File: config.mk
export PLATFORM = sky130hd
export DESIGN_NAME = mt_untemper
export DESIGN_NICKNAME = d
export VERILOG_FILES = /design/src/rtl/mt_untemper.sv
export SDC_FILE = /design/constraint.sdc
export NUM_CORES = 1
export LEC_CHECK = 0
export ABC_CLOCK_PERIOD_IN_PS = 1900
export BUFFER_PORTS_ARGS = -buffer_cell sky130_fd_sc_hd__buf_4
export CAP_MARGIN = 20
export CORE_UTILIZATION = 50
export CTS_CLUSTER_SIZE = 14
export DETAILED_ROUTE_END_ITERATION = 10
export PLACE_DENSITY_LB_ADDON = 0.08
export REMOVE_ABC_BUFFERS = 1
export SLEW_MARGIN = 20
export SYNTH_ARGS = -nofsm -noshare
export SYNTH_HDL_FRONTEND = slang
export SYNTH_SLANG_ARGS = --single-unit
File: constraint.sdc
create_clock -name clk -period 1.9 [get_ports clk]
set_input_delay 0.38 -clock clk [delete_from_list [all_inputs] [get_ports clk]]
set_output_delay 0.38 -clock clk [all_outputs]
set_load 0.02 [all_outputs]
File: src/rtl/mt_untemper.sv
// mt_untemper: iterative inverse of MT19937 output tempering with valid/ready on both sides.
// Optional re-temper self-check enabled by defining MT_UNTEMPER_CHECK_EN. Rev 1.0
`default_nettype none

module mt_untemper #(
  parameter int          N = 624,
  parameter int          U = 11,
  parameter logic [31:0] D = 32'hFFFFFFFF,
  parameter int          S = 7,
  parameter logic [31:0] B = 32'h9D2C5680,
  parameter int          T = 15,
  parameter logic [31:0] C = 32'hEFC60000,
  parameter int          L = 18,
  localparam int         IW = (N > 1) ? $clog2(N) : 1
) (
  input  logic          clk,
  input  logic          rst,
  input  logic          in_valid,
  output logic          in_ready,
  input  logic [31:0]   in_data,
  output logic          out_valid,
  input  logic          out_ready,
  output logic [31:0]   out_data,
  output logic [IW-1:0] out_index,
  output logic          state_full,
  output logic          mismatch
);

  localparam int CW = 6;
  // Last iteration index of each stage: ceil(32/shift) - 1.
  localparam logic [CW-1:0] KM_L = CW'((32 + L - 1) / L - 1);
  localparam logic [CW-1:0] KM_T = CW'((32 + T - 1) / T - 1);
  localparam logic [CW-1:0] KM_S = CW'((32 + S - 1) / S - 1);
  localparam logic [CW-1:0] KM_U = CW'((32 + U - 1) / U - 1);

  typedef enum logic [2:0] {
    IDLE = 3'd0,
    UL   = 3'd1,
    UT   = 3'd2,
    US   = 3'd3,
    UU   = 3'd4,
    OUT  = 3'd5
  } state_t;

  state_t          state_q, state_d;
  logic [31:0]     x_q, x_d;
  logic [31:0]     y_q, y_d;
  logic [CW-1:0]   cnt_q, cnt_d;
  logic [IW-1:0]   idx_q, idx_d;
  logic            full_q, full_d;

  logic [31:0]     w_stage_x;
  logic            w_last;

  always_ff @(posedge clk) begin
    if (rst) begin
      state_q <= IDLE;
      x_q     <= '0;
      y_q     <= '0;
      cnt_q   <= '0;
      idx_q   <= '0;
      full_q  <= 1'b0;
    end else begin
      state_q <= state_d;
      x_q     <= x_d;
      y_q     <= y_d;
      cnt_q   <= cnt_d;
      idx_q   <= idx_d;
      full_q  <= full_d;
    end
  end

  // One fixed-point iteration of the active undo stage; y holds the stage input.
  always_comb begin
    w_stage_x = x_q;
    w_last    = 1'b0;
    unique case (state_q)
      UL: begin
        w_stage_x = y_q ^ (x_q >> L);
        w_last    = (cnt_q == KM_L);
      end
      UT: begin
        w_stage_x = y_q ^ ((x_q << T) & C);
        w_last    = (cnt_q == KM_T);
      end
      US: begin
        w_stage_x = y_q ^ ((x_q << S) & B);
        w_last    = (cnt_q == KM_S);
      end
      UU: begin
        w_stage_x = y_q ^ ((x_q >> U) & D);
        w_last    = (cnt_q == KM_U);
      end
      default: ;
    endcase
  end

  always_comb begin
    state_d = state_q;
    x_d     = x_q;
    y_d     = y_q;
    cnt_d   = cnt_q;
    idx_d   = idx_q;
    full_d  = full_q;
    unique case (state_q)
      IDLE: begin
        if (in_valid) begin
          x_d     = in_data;
          y_d     = in_data;
          cnt_d   = '0;
          state_d = UL;
        end
      end
      UL, UT, US, UU: begin
        x_d = w_stage_x;
        if (w_last) begin
          // The stage result becomes the next stage's target and its seed.
          y_d   = w_stage_x;
          cnt_d = '0;
          unique case (state_q)
            UL:      state_d = UT;
            UT:      state_d = US;
            US:      state_d = UU;
            default: state_d = OUT;
          endcase
        end else begin
          cnt_d = cnt_q + CW'(1);
        end
      end
      OUT: begin
        if (out_ready) begin
          state_d = IDLE;
          if (idx_q == IW'(N - 1)) begin
            idx_d  = '0;
            full_d = 1'b1;
          end else begin
            idx_d = idx_q + IW'(1);
          end
        end
      end
      default: state_d = IDLE;
    endcase
  end

  assign in_ready   = (state_q == IDLE);
  assign out_valid  = (state_q == OUT);
  assign out_data   = x_q;
  assign out_index  = idx_q;
  assign state_full = full_q;

`ifdef MT_UNTEMPER_CHECK_EN
  logic [31:0] tin_q;
  logic        mismatch_q;
  logic [31:0] w_retemp;

  always_comb begin
    w_retemp = x_q;
    w_retemp = w_retemp ^ ((w_retemp >> U) & D);
    w_retemp = w_retemp ^ ((w_retemp << S) & B);
    w_retemp = w_retemp ^ ((w_retemp << T) & C);
    w_retemp = w_retemp ^ (w_retemp >> L);
  end

  always_ff @(posedge clk) begin
    if (rst) begin
      tin_q      <= '0;
      mismatch_q <= 1'b0;
    end else begin
      if (state_q == IDLE && in_valid) begin
        tin_q <= in_data;
      end
      if (state_q == OUT && w_retemp != tin_q) begin
        mismatch_q <= 1'b1;
      end
    end
  end

  assign mismatch = mismatch_q;
`else
  assign mismatch = 1'b0;
`endif

endmodule

`default_nettype wire

## Yosys cells after proc, flatten, opt, wreduce, memory -nomap -nowiden

Index checks and enable logic that the tools add are counted.

- Logic and storage cells: 48
- Flip-flop bits (word level): 84
- Input port bits: 36
- Output and inout port bits: 46

- Reduce and logical (&&, ||, !) cells: 9
- Mux-type cells: 15
- Eq/ne operators: 12
- Add/subtract/negate cells: 2
- Bitwise gates (word level): 4

Operators by type and width:

| operator | number |
|---|---|
| $pmux 32 s2 | 2 |
| $pmux 32 s4 | 1 |
| $mux 32 | 2 |
| $xor 32x32->32 | 2 |
| $xor 32x14->32 | 1 |
| $xor 32x21->32 | 1 |
| $pmux 3 s3 | 2 |
| $mux 6 | 2 |
| $pmux 6 s2 | 1 |
| $add 10x1->10 const B | 1 |
| $eq 10x10->1 const B | 1 |
| $mux 10 | 1 |
| $mux 3 | 3 |
| $reduce_and 3->1 | 3 |
| $add 6x1->6 const B | 1 |
| $eq 3x2->1 const B | 2 |
| $eq 3x3->1 const B | 2 |
| $eq 6x1->1 const B | 1 |
| $eq 6x2->1 const B | 1 |
| $eq 6x3->1 const B | 1 |
| $ne 2x2->1 const B | 2 |
| $reduce_and 2->1 | 2 |
| $reduce_or 4->1 | 1 |
| $eq 3x1->1 const B | 1 |
| 5 further kinds | 5 |

## Longest topological paths before layout

- Depth in word-level cells: 5
- Gate-level depth with buffers: 10
- Depth with buffers taken out: 6

## Worst setup path before layout

Ideal clock, no wire load.

- Path type: register -> register
- Start point: register state_q[2]
- End point: register y_q[13]
- Data arrival time: 1.776 ns
- Slack: 0.003 ns
- Data required time: 1.779 ns
- Path buffers: 4
- Library setup time: 0.121 ns
- Stages on the path, launching flop included: 9
- Period minus slack after synthesis: 1.897 ns
- Cell sequence: dfxtp_1 buf_2 or3_1 buf_2 o21a_1 buf_2 o211ai_4 buf_6 mux2_4

- Word-level cells in the longest chain between the ends: 5
- Elaborated cells between the ends (all ways): 15
- Classes of those cells: 6 x eq/ne; 4 x mux; 5 x reduce/logical

RTL lines:

| item | line | text |
|---|---|---|
| start, declared | 45 | `state_t state_q, state_d;` |
| start signal, assigned | 64 | `state_q <= state_d;` |
| $eq 3x2->1 / $eq 3x3->1 (equally long branches) | 77, 105 |  |
| $reduce_or 2->1 (no source line) | - |  |
| $pmux 1 s3 | 77 | `unique case (state_q)` |
| $ne 2x2->1 (no source line) | - |  |
| $reduce_and 3->1 (no source line) | - |  |
| end signal, assigned | 66 | `y_q <= y_d;` |
| end, declared | 47 | `logic [31:0] y_q, y_d;` |

Parallel ways exist; a longest one is shown, timed or not. The select of a mux whose other input is x is not followed.
A chain may end at the register's enable or synchronous reset.

## Worst setup path in the final report

- Start point: register state_q[1]
- End point: output out_valid

- Word-level cells in the longest chain between the ends: 1

RTL lines:

| item | line | text |
|---|---|---|
| $eq 3x3->1 | 146 | `assign out_valid = (state_q == OUT);` |
| end, declared | 21 | `output logic out_valid,` |

No other way between the ends.

==> impl_metrics.tcl <==
set metrics [dict create \
    status "complete, but fails checks" \
    violations "negative setup slack" \
    ant_nets 0 \
    drv_slew 0 \
    cts_max_level 3 \
    maxCapViolCount 0 \
    synth_edf_count 0 \
    power_density_nw_per_um2 1450 \
    synth_area_per_cell_um2 7.99 \
    dpl_worst_slack_ps -45.9 \
    cts_buffers 9 \
    dp_hpwl_um 12200 \
    clkSlewWorstSetupHoldPaths_ps 90 \
    synth_area_um2 5360 \
    numClockSinks 84 \
    ys_top_cells_by_area "dfxtp_1 (31%), a21oi_1 (5.2%), nor2_1 (4.5%), nand2_1 (4.3%), mux2i_1 (3.9%)" \
    yosys.area.top_type "dfxtp_1" \
    cpMostUsedCell "buf_4" \
    leakage_nw 2.81 \
    postPlaceCellArea_um2 6440 \
    ys_seq_area_share_pct 31.4 \
    ir_drop_mv 0.742 \
    wl_per_cell_um 18.5 \
    cpPeakStageDelay_ps 390 \
    grt_max_degree 35 \
    grtUsageTotal_pct 30.7 \
    vias 5607 \
    clock-skew-final_ps 7.77 \
    io_pins 82 \
    cts.path.max_buffers 2 \
    cp.buffers_inverters 3 \
    timing.final.crit_share_pct 100 \
    ys_types 71 \
    period_needed_ps 1900 \
    p_total_mw 9.96 \
    gp_congestion 0.931 \
    syn2layout_area_growth_pct 28.5 \
    place.port_buffers 80 \
    tns_ps -1.85 \
    cts_root_buffer "clkbuf_8" \
    startpoint_type "flip-flop" \
    synth_top_area_share_pct 31.4 \
    final_layout_size_suffix_gt1_share_pct 29.2 \
    synth_common_cells "dfxtp_1 (84), nor2_1 (64), nand2_1 (61)" \
    setup_slack_ps -1.85 \
    ys_seq_elements 84 \
    ys.flop_type "dfxtp_1" \
    path_max_fanout 9 \
    rsz0062_at_grt "true" \
    core-area_um2 10400 \
    setup.worst_path.class "flip-flop to primary output" \
    wirelength_um 17100 \
    grt_pass1_vias 5184 \
    hp-class "input pin to flip-flop" \
    finalSetupViolCount 1 \
    synth_most_common_cell "dfxtp_1" \
    syn_inst 670 \
    fillers 930 \
    hold_viol 0 \
    worstPathCellList "buf_4 > buf_4 > nand2b_4 > nor2_2 > buf_4" \
    first_pass_iters 5 \
    die_area_um2 11100 \
    start_util_pct 51.7 \
    drc 0 \
    worstPathRequired_ps 1520 \
    cts_hold_buffers 0 \
    hold_ws_ps 353 \
    rows 37 \
    die_h_um 106 \
    nets 823 \
    grt_pass1_wl_um 26600 \
    crit_family "buffers and inverters" \
    end_kind "primary output" \
    yosys_warnings 0 \
    grt_overflow 0 \
    synthArstFlopShare_pct 0 \
    crit_arrival_ps 1520 \
    avgViaCountPerCell 6.06 \
    finalInstanceArea_um2 6890 \
    slowest_stage "dfxtp_4" \
    antenna_found_initial 0 \
    die_x_um 106 \
    diodes 0 \
    cts_tree "built" \
    drt_iter0_drc 322 \
    fmax_mhz 526 \
    clk_latency_ps 380 \
]
==> registers in the layout, summed over array words and instances (netlist names) <==
register and flops:
cnt_q 6, out_data 32, out_index 10, state_full 1
state_q 3, y_q 32
==> worst min-delay path, stage by stage <==
cell,delay [ps]
buf_4,90
nand2_1,50
nand3_1,80
a21oi_1,80
==> power by group <==
part	total, mW	leakage, nW	internal (mW)	switching [mW]
registers	3.02	0.692	2.30	0.712
clock network	1.13	0.0868	0.469	0.665
logic	5.81	2.03	2.76	3.05
total	9.96	2.81	5.53	4.43
==> cells in the final DEF, fill, tap and decap left out, types with 10 or more instances in the layout <==
cell type,instances
o211ai_1,10
nor3b_1,11
a21oi_1,54
xor2_1,18
nand3_1,14
mux2i_1,21
nor2b_1,26
buf_4,146
nor2_1,62
nand2_1,60
nand2b_1,10
xnor2_1,14
nor3_1,16
dfxtp_1,81
o21ai_0,30
==> path summary, 6_finish.rpt <==
path,start,endpoint,slack (ps),cells past startpoint
worst max-delay path,state_q[1],out_valid,-2,5
worst min register to register,state_full,state_full,490,2
worst max register to register,state_q[2],y_q[2],40,7
worst min-delay path,out_ready,state_q[2],350,4
==> routing by layer <==
layer / global-route usage, % / share of wire, % / wire [um] / vias up
met4: 10.5 / 1.8 / 310 / 0
met5: 0 / 0 / 0 / -
li1: - / - / - / 2675
met1: 40.2 / 44 / 7530 / 2687
met3: 5.44 / 6.2 / 1070 / 25
met2: 50.8 / 48 / 8180 / 220
==> per-stage QoR <==
stage	std cells	utilization (%)
2_1_floorplan	613	-
5_1_grt	926	66.4
4_1_cts	921	64.3
3_5_place_dp	902	62.2
3_3_place_gp	902	62.2
6_report	926	66.4
==> layout make-up <==
class / count / area [um2] / share of cell area [%]
tap: 136 / 170 / 2.47
inverter: 9 / 40.0 / 0.582
clock inverter: 5 / 28.8 / 0.418
multi-input combinational: 520 / 3500 / 50.8
timing repair buffer: 161 / 1320 / 19.2
sequential: 84 / 1690 / 24.6
clock buffer: 11 / 131 / 1.91
==> logic make-up after synthesis <==
group | after synthesis | synth area share, %
buffers and inverters | 66 | 6.17
and+or+nand+nor | 250 | 23.9
DFF | 84 | 31.4
muxes | 33 | 7.01
other | 1 | 0.0700
adders and majority gates | 2 | 0.467
xor gates and xnor gates | 33 | 5.40
AOI/OAI and AO/OA | 201 | 25.6
==> repair_timing <==
item | in CTS | in global routing
setup buffers | 3 | 5
cloned | 0 | 0
resized for setup | 11 | 41
pin swaps | 0 | 7
setup endpoints to repair | 15 | 46
Note: power is estimated with default switching activity, not from simulation.
